==> src/rtl/mapper_mem_responder.sv <==
// -----------------------------------------------------------------------------
// mapper_mem_responder
//
// Memory-side responder for the slot mapper. Each assertion of ram_cs runs
// exactly one memory-controller transaction (or none, on a cache hit). The CPU
// is stalled through cpu_wait until the transaction has finished, and read data
// is then returned on cpu_data_out. A watchdog aborts transactions that never
// receive mem_ack.
//
// Parameters
//   ADDR_WIDTH      width of ram_addr / mem_addr
//   TIMEOUT_CYCLES  maximum BUSY cycles without mem_ack; 0 disables the watchdog
//
// Optional feature
//   MAPPER_LAST_READ_CACHE_EN  single-entry last-read cache (valid, tag, data)
//
// Ports
//   clk, reset     system clock, synchronous active-high reset
//   ram_cs         mapper chip select (level, held for the CPU bus cycle)
//   ram_addr       mapper address
//   ram_rnw        1 = read, 0 = write
//   cpu_data_in    CPU write data
//   cpu_data_out   registered read data to the CPU
//   cpu_wait       combinational CPU stall request
//   mem_req        registered memory request level
//   mem_we         1 = write, valid while mem_req
//   mem_addr       latched address, valid while mem_req
//   mem_din        latched write data, valid while mem_req
//   mem_dout       memory read data, valid with mem_ack
//   mem_ack        single-cycle completion pulse
//   timeout_err    single-cycle pulse on watchdog abort
// -----------------------------------------------------------------------------
module mapper_mem_responder #(
    parameter int ADDR_WIDTH     = 27,
    parameter int TIMEOUT_CYCLES = 255
) (
    input  logic                  clk,
    input  logic                  reset,
    input  logic                  ram_cs,
    input  logic [ADDR_WIDTH-1:0] ram_addr,
    input  logic                  ram_rnw,
    input  logic [7:0]            cpu_data_in,
    output logic [7:0]            cpu_data_out,
    output logic                  cpu_wait,
    output logic                  mem_req,
    output logic                  mem_we,
    output logic [ADDR_WIDTH-1:0] mem_addr,
    output logic [7:0]            mem_din,
    input  logic [7:0]            mem_dout,
    input  logic                  mem_ack,
    output logic                  timeout_err
);

    typedef enum logic [1:0] {
        ST_IDLE = 2'd0,
        ST_BUSY = 2'd1,
        ST_DONE = 2'd2
    } state_e;

    localparam bit          WD_EN   = (TIMEOUT_CYCLES != 0);
    localparam logic [31:0] WD_LAST = (TIMEOUT_CYCLES > 0) ? 32'(TIMEOUT_CYCLES - 1) : 32'd0;

    state_e                  state_q, state_d;
    logic                    mem_req_q, mem_req_d;
    logic                    mem_we_q, mem_we_d;
    logic [ADDR_WIDTH-1:0]   mem_addr_q, mem_addr_d;
    logic [7:0]              mem_din_q, mem_din_d;
    logic [7:0]              cpu_data_q, cpu_data_d;
    logic                    timeout_err_q, timeout_err_d;
    logic [31:0]             wdog_q, wdog_d;

    logic                    wd_expire_s;
    logic                    cache_hit_s;
    logic [7:0]              cache_rdata_s;

    // Watchdog fires in the last allowed BUSY cycle; the counter started at 0
    // in the first BUSY cycle, so TIMEOUT_CYCLES BUSY cycles have elapsed.
    assign wd_expire_s = WD_EN && (wdog_q == WD_LAST);

`ifdef MAPPER_LAST_READ_CACHE_EN
    logic                    cache_valid_q, cache_valid_d;
    logic [ADDR_WIDTH-1:0]   cache_tag_q, cache_tag_d;
    logic [7:0]              cache_data_q, cache_data_d;

    assign cache_hit_s   = ram_rnw && cache_valid_q && (cache_tag_q == ram_addr);
    assign cache_rdata_s = cache_data_q;

    // Cache entry update: fill on completed reads, refresh on writes to the
    // cached address, invalidate on watchdog abort.
    always_comb begin
        cache_valid_d = cache_valid_q;
        cache_tag_d   = cache_tag_q;
        cache_data_d  = cache_data_q;
        if ((state_q == ST_BUSY) && mem_ack) begin
            if (!mem_we_q) begin
                cache_valid_d = 1'b1;
                cache_tag_d   = mem_addr_q;
                cache_data_d  = mem_dout;
            end else if (cache_valid_q && (cache_tag_q == mem_addr_q)) begin
                cache_data_d  = mem_din_q;
            end else begin
                cache_data_d  = cache_data_q;
            end
        end else if ((state_q == ST_BUSY) && wd_expire_s) begin
            cache_valid_d = 1'b0;
        end else begin
            cache_valid_d = cache_valid_q;
        end
    end

    // Cache entry registers.
    always_ff @(posedge clk) begin
        if (reset) begin
            cache_valid_q <= 1'b0;
            cache_tag_q   <= '0;
            cache_data_q  <= 8'h00;
        end else begin
            cache_valid_q <= cache_valid_d;
            cache_tag_q   <= cache_tag_d;
            cache_data_q  <= cache_data_d;
        end
    end
`else
    assign cache_hit_s   = 1'b0;
    assign cache_rdata_s = 8'h00;
`endif

    // Next-state and registered-output logic of the transaction FSM.
    always_comb begin
        state_d       = state_q;
        mem_req_d     = mem_req_q;
        mem_we_d      = mem_we_q;
        mem_addr_d    = mem_addr_q;
        mem_din_d     = mem_din_q;
        cpu_data_d    = cpu_data_q;
        timeout_err_d = 1'b0;
        wdog_d        = wdog_q;

        case (state_q)
            ST_IDLE: begin
                if (ram_cs && cache_hit_s) begin
                    // Served from the cache: no memory request at all.
                    cpu_data_d = cache_rdata_s;
                    state_d    = ST_DONE;
                end else if (ram_cs) begin
                    mem_addr_d = ram_addr;
                    mem_we_d   = ~ram_rnw;
                    mem_din_d  = cpu_data_in;
                    mem_req_d  = 1'b1;
                    wdog_d     = 32'd0;
                    state_d    = ST_BUSY;
                end else begin
                    state_d    = ST_IDLE;
                end
            end

            ST_BUSY: begin
                // ack takes priority over a simultaneous watchdog expiry
                if (mem_ack) begin
                    mem_req_d = 1'b0;
                    if (!mem_we_q) begin
                        cpu_data_d = mem_dout;
                    end else begin
                        cpu_data_d = cpu_data_q;
                    end
                    state_d = ST_DONE;
                end else if (wd_expire_s) begin
                    mem_req_d     = 1'b0;
                    cpu_data_d    = 8'hFF;
                    timeout_err_d = 1'b1;
                    state_d       = ST_DONE;
                end else begin
                    wdog_d = wdog_q + 32'd1;
                end
            end

            ST_DONE: begin
                // Hold until the CPU releases cs: one access per assertion.
                if (!ram_cs) begin
                    state_d = ST_IDLE;
                end else begin
                    state_d = ST_DONE;
                end
            end

            default: begin
                mem_req_d = 1'b0;
                state_d   = ST_IDLE;
            end
        endcase
    end

    // FSM state and output registers.
    always_ff @(posedge clk) begin
        if (reset) begin
            state_q       <= ST_IDLE;
            mem_req_q     <= 1'b0;
            mem_we_q      <= 1'b0;
            mem_addr_q    <= '0;
            mem_din_q     <= 8'h00;
            cpu_data_q    <= 8'hFF;
            timeout_err_q <= 1'b0;
            wdog_q        <= 32'd0;
        end else begin
            state_q       <= state_d;
            mem_req_q     <= mem_req_d;
            mem_we_q      <= mem_we_d;
            mem_addr_q    <= mem_addr_d;
            mem_din_q     <= mem_din_d;
            cpu_data_q    <= cpu_data_d;
            timeout_err_q <= timeout_err_d;
            wdog_q        <= wdog_d;
        end
    end

    // The CPU must stall in the very cycle cs rises, hence combinational.
    assign cpu_wait     = ram_cs && (state_q != ST_DONE);
    assign mem_req      = mem_req_q;
    assign mem_we       = mem_we_q;
    assign mem_addr     = mem_addr_q;
    assign mem_din      = mem_din_q;
    assign cpu_data_out = cpu_data_q;
    assign timeout_err  = timeout_err_q;

endmodule

==> config.mk <==
export PLATFORM = sky130hd
export DESIGN_NAME = mapper_mem_responder
export DESIGN_NICKNAME = d
export VERILOG_FILES = /design/src/rtl/mapper_mem_responder.sv
export SDC_FILE = /design/constraint.sdc
export NUM_CORES = 1
export LEC_CHECK = 0
export BUFFER_PORTS_ARGS = -buffer_cell sky130_fd_sc_hd__buf_2
export CAP_MARGIN = 0
export CORE_ASPECT_RATIO = 0.9
export CORE_UTILIZATION = 40
export CTS_BUF_LIST = sky130_fd_sc_hd__clkbuf_8 sky130_fd_sc_hd__clkbuf_16
export DETAILED_ROUTE_END_ITERATION = 7
export PLACE_DENSITY = 0.66
export SLEW_MARGIN = 20
export SYNTH_ARGS = -nofsm -noshare
export SYNTH_HDL_FRONTEND = slang
export SYNTH_SLANG_ARGS = --single-unit
==> constraint.sdc <==
create_clock -name clk -period 2.4 [get_ports clk]
set_clock_uncertainty 0.2 [all_clocks]
set_input_delay 0.12 -clock clk [delete_from_list [all_inputs] [get_ports clk]]
set_output_delay 0.12 -clock clk [all_outputs]
set_load 0.02 [all_outputs]
==> results of run 1 <==
## layout by cell type, fill, tap and decap left out, types with 11 or more instances in the layout
cell type | synthesis | routed
nand3_1 | 19 | 19
dlygate4sd3_1 | 0 | 47
buf_4 | 1 | 22
o21ai_0 | 20 | 20
a21oi_1 | 46 | 46
buf_2 | 1 | 94
nor2_1 | 17 | 17
and3_1 | 11 | 11
dfxtp_1 | 80 | 80
nand2_1 | 108 | 107
## sequential cells by signal (all words and copies together), names as in the netlist
signal	count
mem_req	1
cpu_data_out	8
mem_din	8
wdog_q	32
mem_addr	27
state_q	2
timeout_err	1
mem_we	1
## synthesized netlist by cell type (all sizes together) (2+ instances only)
cell / instances
dfxtp: 80
nand3: 19
o22ai: 8
buf: 8
a21oi: 50
o31a: 2
o31ai: 5
clkbuf: 20
nand4: 8
or3: 7
and4: 3
and3: 11
nor4: 4
nor3: 4
o22a: 4
nand2b: 4
o21ai: 30
a211oi: 2
a41oi: 3
a31oi: 10
ha: 2
nand2: 108
inv: 9
and2: 6
nor2: 17
mux2i: 3
## metrics by stage
stage	setup slack, ns	power [mW]	utilization (%)	instances
final	0.101	2.89	59.0	703
after global routing	0.000238	3.02	59.0	703
after CTS	0.0281	2.92	58.5	702
after detailed placement	-0.0747	1.81	50.1	639
after global placement	-0.0831	1.80	50.1	639
after floorplan	0.140	1.67	-	436
## final cells by class
cell class	instances	area (µm²)	share of cell area, %
Clock buffer	10	138	2.85
Multi-Input combinational cell	319	1710	35.4
Sequential cell	80	1600	33.2
Timing Repair Buffer	164	1130	23.3
Inverter	9	33.8	0.700
Tap cell	115	144	2.98
Clock inverter	6	75.1	1.55
## repair_timing
item,in CTS,in global routing
gates cloned,0,0
resized for setup,2,6
hold buffers,47,0
endpoints found under the hold margin,46,0
buffers inserted,0,1
setup endpoints to repair,18,26
pin swaps,0,3
## cells by family after synthesis
family	Yosys count	synth area share [%]
AOI/OAI and AO/OA	116	20.0
adders and majority gates	2	0.726
buffers and inverters	37	5.05
DFF	80	46.5
muxes	3	0.871
and+or+nand+nor	198	26.9
## path summary, 6_finish.rpt
check	from	endpoint	slack, ns	depth (start not counted)
worst max-delay path	wdog_q[9]$_SDFFE_PP0P_	wdog_q[25]$_SDFFE_PP0P_	0.10	7
worst min-delay path	mem_addr[9]$_SDFFE_PP0P_	mem_addr[9]$_SDFFE_PP0P_	0.26	2
worst max register to register	wdog_q[9]$_SDFFE_PP0P_	wdog_q[25]$_SDFFE_PP0P_	0.10	7
worst min register to register	mem_addr[9]$_SDFFE_PP0P_	mem_addr[9]$_SDFFE_PP0P_	0.26	2
## power by group through the flow
stage	sequential [mW]	clock, mW	combinational (mW)
after global placement	1.43	0	0.366
after detailed placement	1.44	0	0.370
after CTS	1.40	1.08	0.432
final	1.41	1.05	0.437
after global routing	1.41	1.13	0.481
after floorplan	1.50	0	0.174
## worst max-delay path: stages, from the launching register on
cell	delay, ns
dfxtp_1	0.35
nor4_1	0.36
nand4_1	0.20
o31a_1	0.37
a211oi_4	0.29
buf_12	0.21
a21oi_1	0.05
o21ai_0	0.18
## routing by layer
| metal | vias up | track usage (%) |
|---|---|---|
| li1 | 1821 | - |
| met1 | 1624 | 25.9 |
| met2 | 84 | 36.0 |
| met3 | 15 | 5.29 |
| met4 | 0 | 6.25 |
| met5 | - | 0 |
==> flow_summary.json, run 1 <==
{
  "status": "completed",
  "cts_buffers": 9,
  "yosys_warnings": 0,
  "postPlaceCellArea_um2": 4100,
  "drive_gt1_share_pct": 24.7,
  "critPathMaxFanout": 27,
  "grt_pass1_vias": 3344,
  "cp.required_ns": 2.47,
  "synth_edf_count": 0,
  "detail_route.wirelength.met1_um": 4130,
  "vias": 3544,
  "die-area_um2": 8990,
  "synth_top_area_share_pct": 46.5,
  "design_area_um2": 4830,
  "yosysUniqueCellTypes": 43,
  "hpwl_um": 5880,
  "grt_first_pass_wirelength_um": 15300,
  "rows": 31,
  "pin_count": 95,
  "hold_class": "reg2reg",
  "syn_nets": 486,
  "start_kind": "flop",
  "port_buffers": 94,
  "clk_pin_slew_ns": 0.08,
  "cts_tree": "done",
  "synth_area_per_cell_um2": 7.91,
  "power.density_nw_per_um2": 598,
  "drc": 0,
  "antenna-diode-count": 0,
  "final_nets": 633,
  "yosysTopAreaCell": "dfxtp_1",
  "fill_cells": 733,
  "finalSetupTns_ns": 0,
  "drt_iter0_markers": 98,
  "ys_async_sr_fraction_pct": 0,
  "synth_seq_cells": 80,
  "max_freq_mhz": 435,
  "htreeDepth": 3,
  "area_delta_synth_final_pct": 40.1,
  "setup_violations": 0,
  "fp.coreArea_um2": 8180,
  "whs_ns": 0.256,
  "crit_arrival_ns": 2.37,
  "gr-total-overflow": 0,
  "path_class": "reg2reg",
  "intPower_mw": 2.09,
  "p_seq_share_pct": 48.7,
  "power.switching_uw": 798,
  "p_sw_share_pct": 27.6,
  "leakage_nw": 2.04,
  "met2_length_um": 4420,
  "fin_crit_ns": 2.30,
  "syn_inst": 436,
  "top_layer_used": "met4",
  "gp_congestion": 0.779,
  "grt_usage_pct": 21.1,
  "initial_core_util_pct": 42.1,
  "first_pass_iters": 4,
  "maxCapViolCount": 0,
  "routed_via_density": 5.04,
  "hold_violations": 0,
  "detail-route-antenna-nets": 0,
  "met3WireLength_um": 404,
  "clk_latency_ns": 0.35,
  "clkSinkCount": 80,
  "clkPwrFrac_pct": 36.2,
  "tightest_slew_ns": 0.461,
  "wl_um": 9090,
  "synthFlopType": "dfxtp_1",
  "yosysSeqAreaShare_pct": 46.5,
  "clockRootBuffer": "clkbuf_8",
  "synth_area_leaders": "dfxtp_1 (46%), nand2_1 (12%), a21oi_1 (6.7%), o21ai_0 (2.9%), nand3_1 (2.8%)",
  "grt_setup_unrepaired": "no",
  "drv_slew": 0,
  "die-width_um": 99.9,
  "grt_start_max_net_pins": 44,
  "synthesis.area_um2": 3450,
  "max-clock-path-buffers": 2,
  "period_share_pct": 95.8,
  "irDropWorstVdd_mv": 0.393,
  "die_y_um": 90.1,
  "combPwrFrac_pct": 15.1,
  "antenna_found_initial": 0,
  "end_kind": "flop",
  "relSlewSlack_pct": 69.3,
  "wl_per_cell_um": 12.9
}
(Power assumes the default switching activity.)
==> run 2: changes to the inputs <==
==> constraint.sdc (replaced) <==
create_clock -name clk -period 2.4 [get_ports clk]
set_clock_uncertainty 0.2 [all_clocks]
set_input_delay 0.48 -clock clk [delete_from_list [all_inputs] [get_ports clk]]
set_output_delay 0.48 -clock clk [all_outputs]
set_load 0.02 [all_outputs]
==> flow_summary.json, run 2 (same netlist as run 1, synthesis figures left out) <==
{
  "status": "completed",
  "grt_first_pass_wirelength_um": 14900,
  "end_kind": "flop",
  "irDropWorstVdd_mv": 0.318,
  "initial_core_util_pct": 42.1,
  "fill_cells": 803,
  "gr-total-overflow": 0,
  "cpPeakStageDelay_ns": 0.51,
  "combPwrFrac_pct": 13.9,
  "finalSetupTns_ns": 0,
  "clockRootBuffer": "clkbuf_8",
  "max-clock-path-buffers": 2,
  "grt_pass1_vias": 3354,
  "largest_register": "wdog_q",
  "gp_congestion": 0.827,
  "maxCapViolCount": 0,
  "port_buffers": 94,
  "post-cts-setup-buffers": 0,
  "intPower_mw": 1.93,
  "placedCellCount": 647,
  "cp_cell_sequence": "nor4_1 > nand4_1 > or4b_1 > and2_1 > buf_12 > a21oi_1 > o21ai_1",
  "final_nets": 593,
  "startpoint": "wdog_q[10]$_SDFFE_PP0P_",
  "fin_ws_ns": 0.158,
  "leakage_nw": 1.88,
  "antenna_found_initial": 0,
  "power.switching_uw": 788,
  "critPathMaxFanout": 19,
  "fin_crit_ns": 2.24,
  "detail-route-antenna-nets": 0,
  "clkSinkCount": 80,
  "hold_buffers": 0,
  "drt_iter0_markers": 152,
  "layout_common_cells": "nand2_1 (108), buf_2 (94), dfxtp_1 (80)",
  "die_y_um": 90.1,
  "drive_gt1_share_pct": 27.6,
  "cp.required_ns": 2.45,
  "routed_via_density": 5.19,
  "clk_latency_ns": 0.35,
  "crit_arrival_ns": 2.29,
  "rows": 31,
  "wl_per_cell_um": 13.4,
  "vias": 3440,
  "hold_start": "ram_rnw",
  "register_area_um2": 1600,
  "tightest_slew_ns": 0.476,
  "antenna-diode-count": 0,
  "dp_slack_ns": 0.118,
  "hold_class": "in2reg",
  "largest_reg_flops": 32,
  "path_class": "reg2reg",
  "final_cells": 663,
  "fp.coreArea_um2": 8180,
  "first_pass_iters": 4,
  "p_sw_share_pct": 29.0,
  "setup_violations": 0,
  "drc": 0,
  "drv_slew": 0,
  "multi_input_area_um2": 1710,
  "pin_count": 95,
  "area_delta_synth_final_pct": 28.1,
  "start_kind": "flop",
  "grt_usage_pct": 20.5,
  "die-width_um": 99.9,
  "cts_buffers": 9,
  "htreeDepth": 3,
  "cts_tree": "done",
  "hpwl_um": 6120,
  "post-route-util_pct": 53.9,
  "grt_start_max_net_pins": 44,
  "p_seq_share_pct": 51.7,
  "p_total_mw": 2.72,
  "slowest_stage": "or4b_1",
  "grt_setup_unrepaired": "no",
  "clk_pin_slew_ns": 0.09,
  "r2r-start": "wdog_q[10]$_SDFFE_PP0P_",
  "hold_violations": 0,
  "relSlewSlack_pct": 68.3,
  "clkPwrFrac_pct": 34.4,
  "power.density_nw_per_um2": 616,
  "max_freq_mhz": 446,
  "period_share_pct": 93.4,
  "layout.cells.most_common": "nand2_1",
  "die-area_um2": 8990,
  "wl_um": 8850
}
## run 2: final timing paths
kind	endpoint	slack, ns	cells after the start
max	wdog_q[26]$_SDFFE_PP0P_	0.16	7
min	mem_we$_SDFFE_PP0P_	0.09	2
max reg2reg	wdog_q[26]$_SDFFE_PP0P_	0.16	7
min reg2reg	mem_addr[1]$_SDFFE_PP0P_	0.26	2
## run 2: final cells by class
type	instances	area share (%)
sequential	80	36.3
inverter	9	0.765
tap	115	3.26
clock inverter	6	1.13
timing repair buffer	124	16.6
multi-input combinational	319	38.8
clock buffer	10	3.12
## run 2: repair_timing
item,4_1_cts,5_1_grt
resized for setup,0,6
hold endpoints to repair,0,0
endpoints found under the setup margin,0,25
## run 2: per-stage QoR
step	area [µm²]	hold WS, ns
2_1_floorplan	3450	0.229
3_3_place_gp	4180	0.238
3_5_place_dp	4180	0.243
4_1_cts	4370	0.0829
5_1_grt	4410	0.0906
6_report	4410	0.0942
## run 2: worst max-delay path, delay by kind of cell (launching register included)
family                 cells  cell delay, ns
AND/OR/NAND/NOR            4            1.24
flip-flops                 1            0.34
AO/OA/AOI/OAI              2            0.20
buffers and inverters      1            0.16
## run 2: power groups by stage
stage                     registers, mW  clock network, mW  logic (mW)
after global placement             1.43                  0       0.371
after detailed placement           1.44                  0       0.379
after floorplan                    1.50                  0       0.174
after global routing               1.41               1.02       0.419
final                              1.41              0.937       0.378
after CTS                          1.41              0.969       0.380
## run 2: routing by layer
layer | share of wire (%) | global-route usage (%) | wire, µm
met1 | 45 | 25.2 | 4000
met2 | 48 | 34.8 | 4230
met3 | 5.2 | 5.29 | 457
met4 | 1.9 | 6.62 | 165
met5 | 0 | 0 | 0
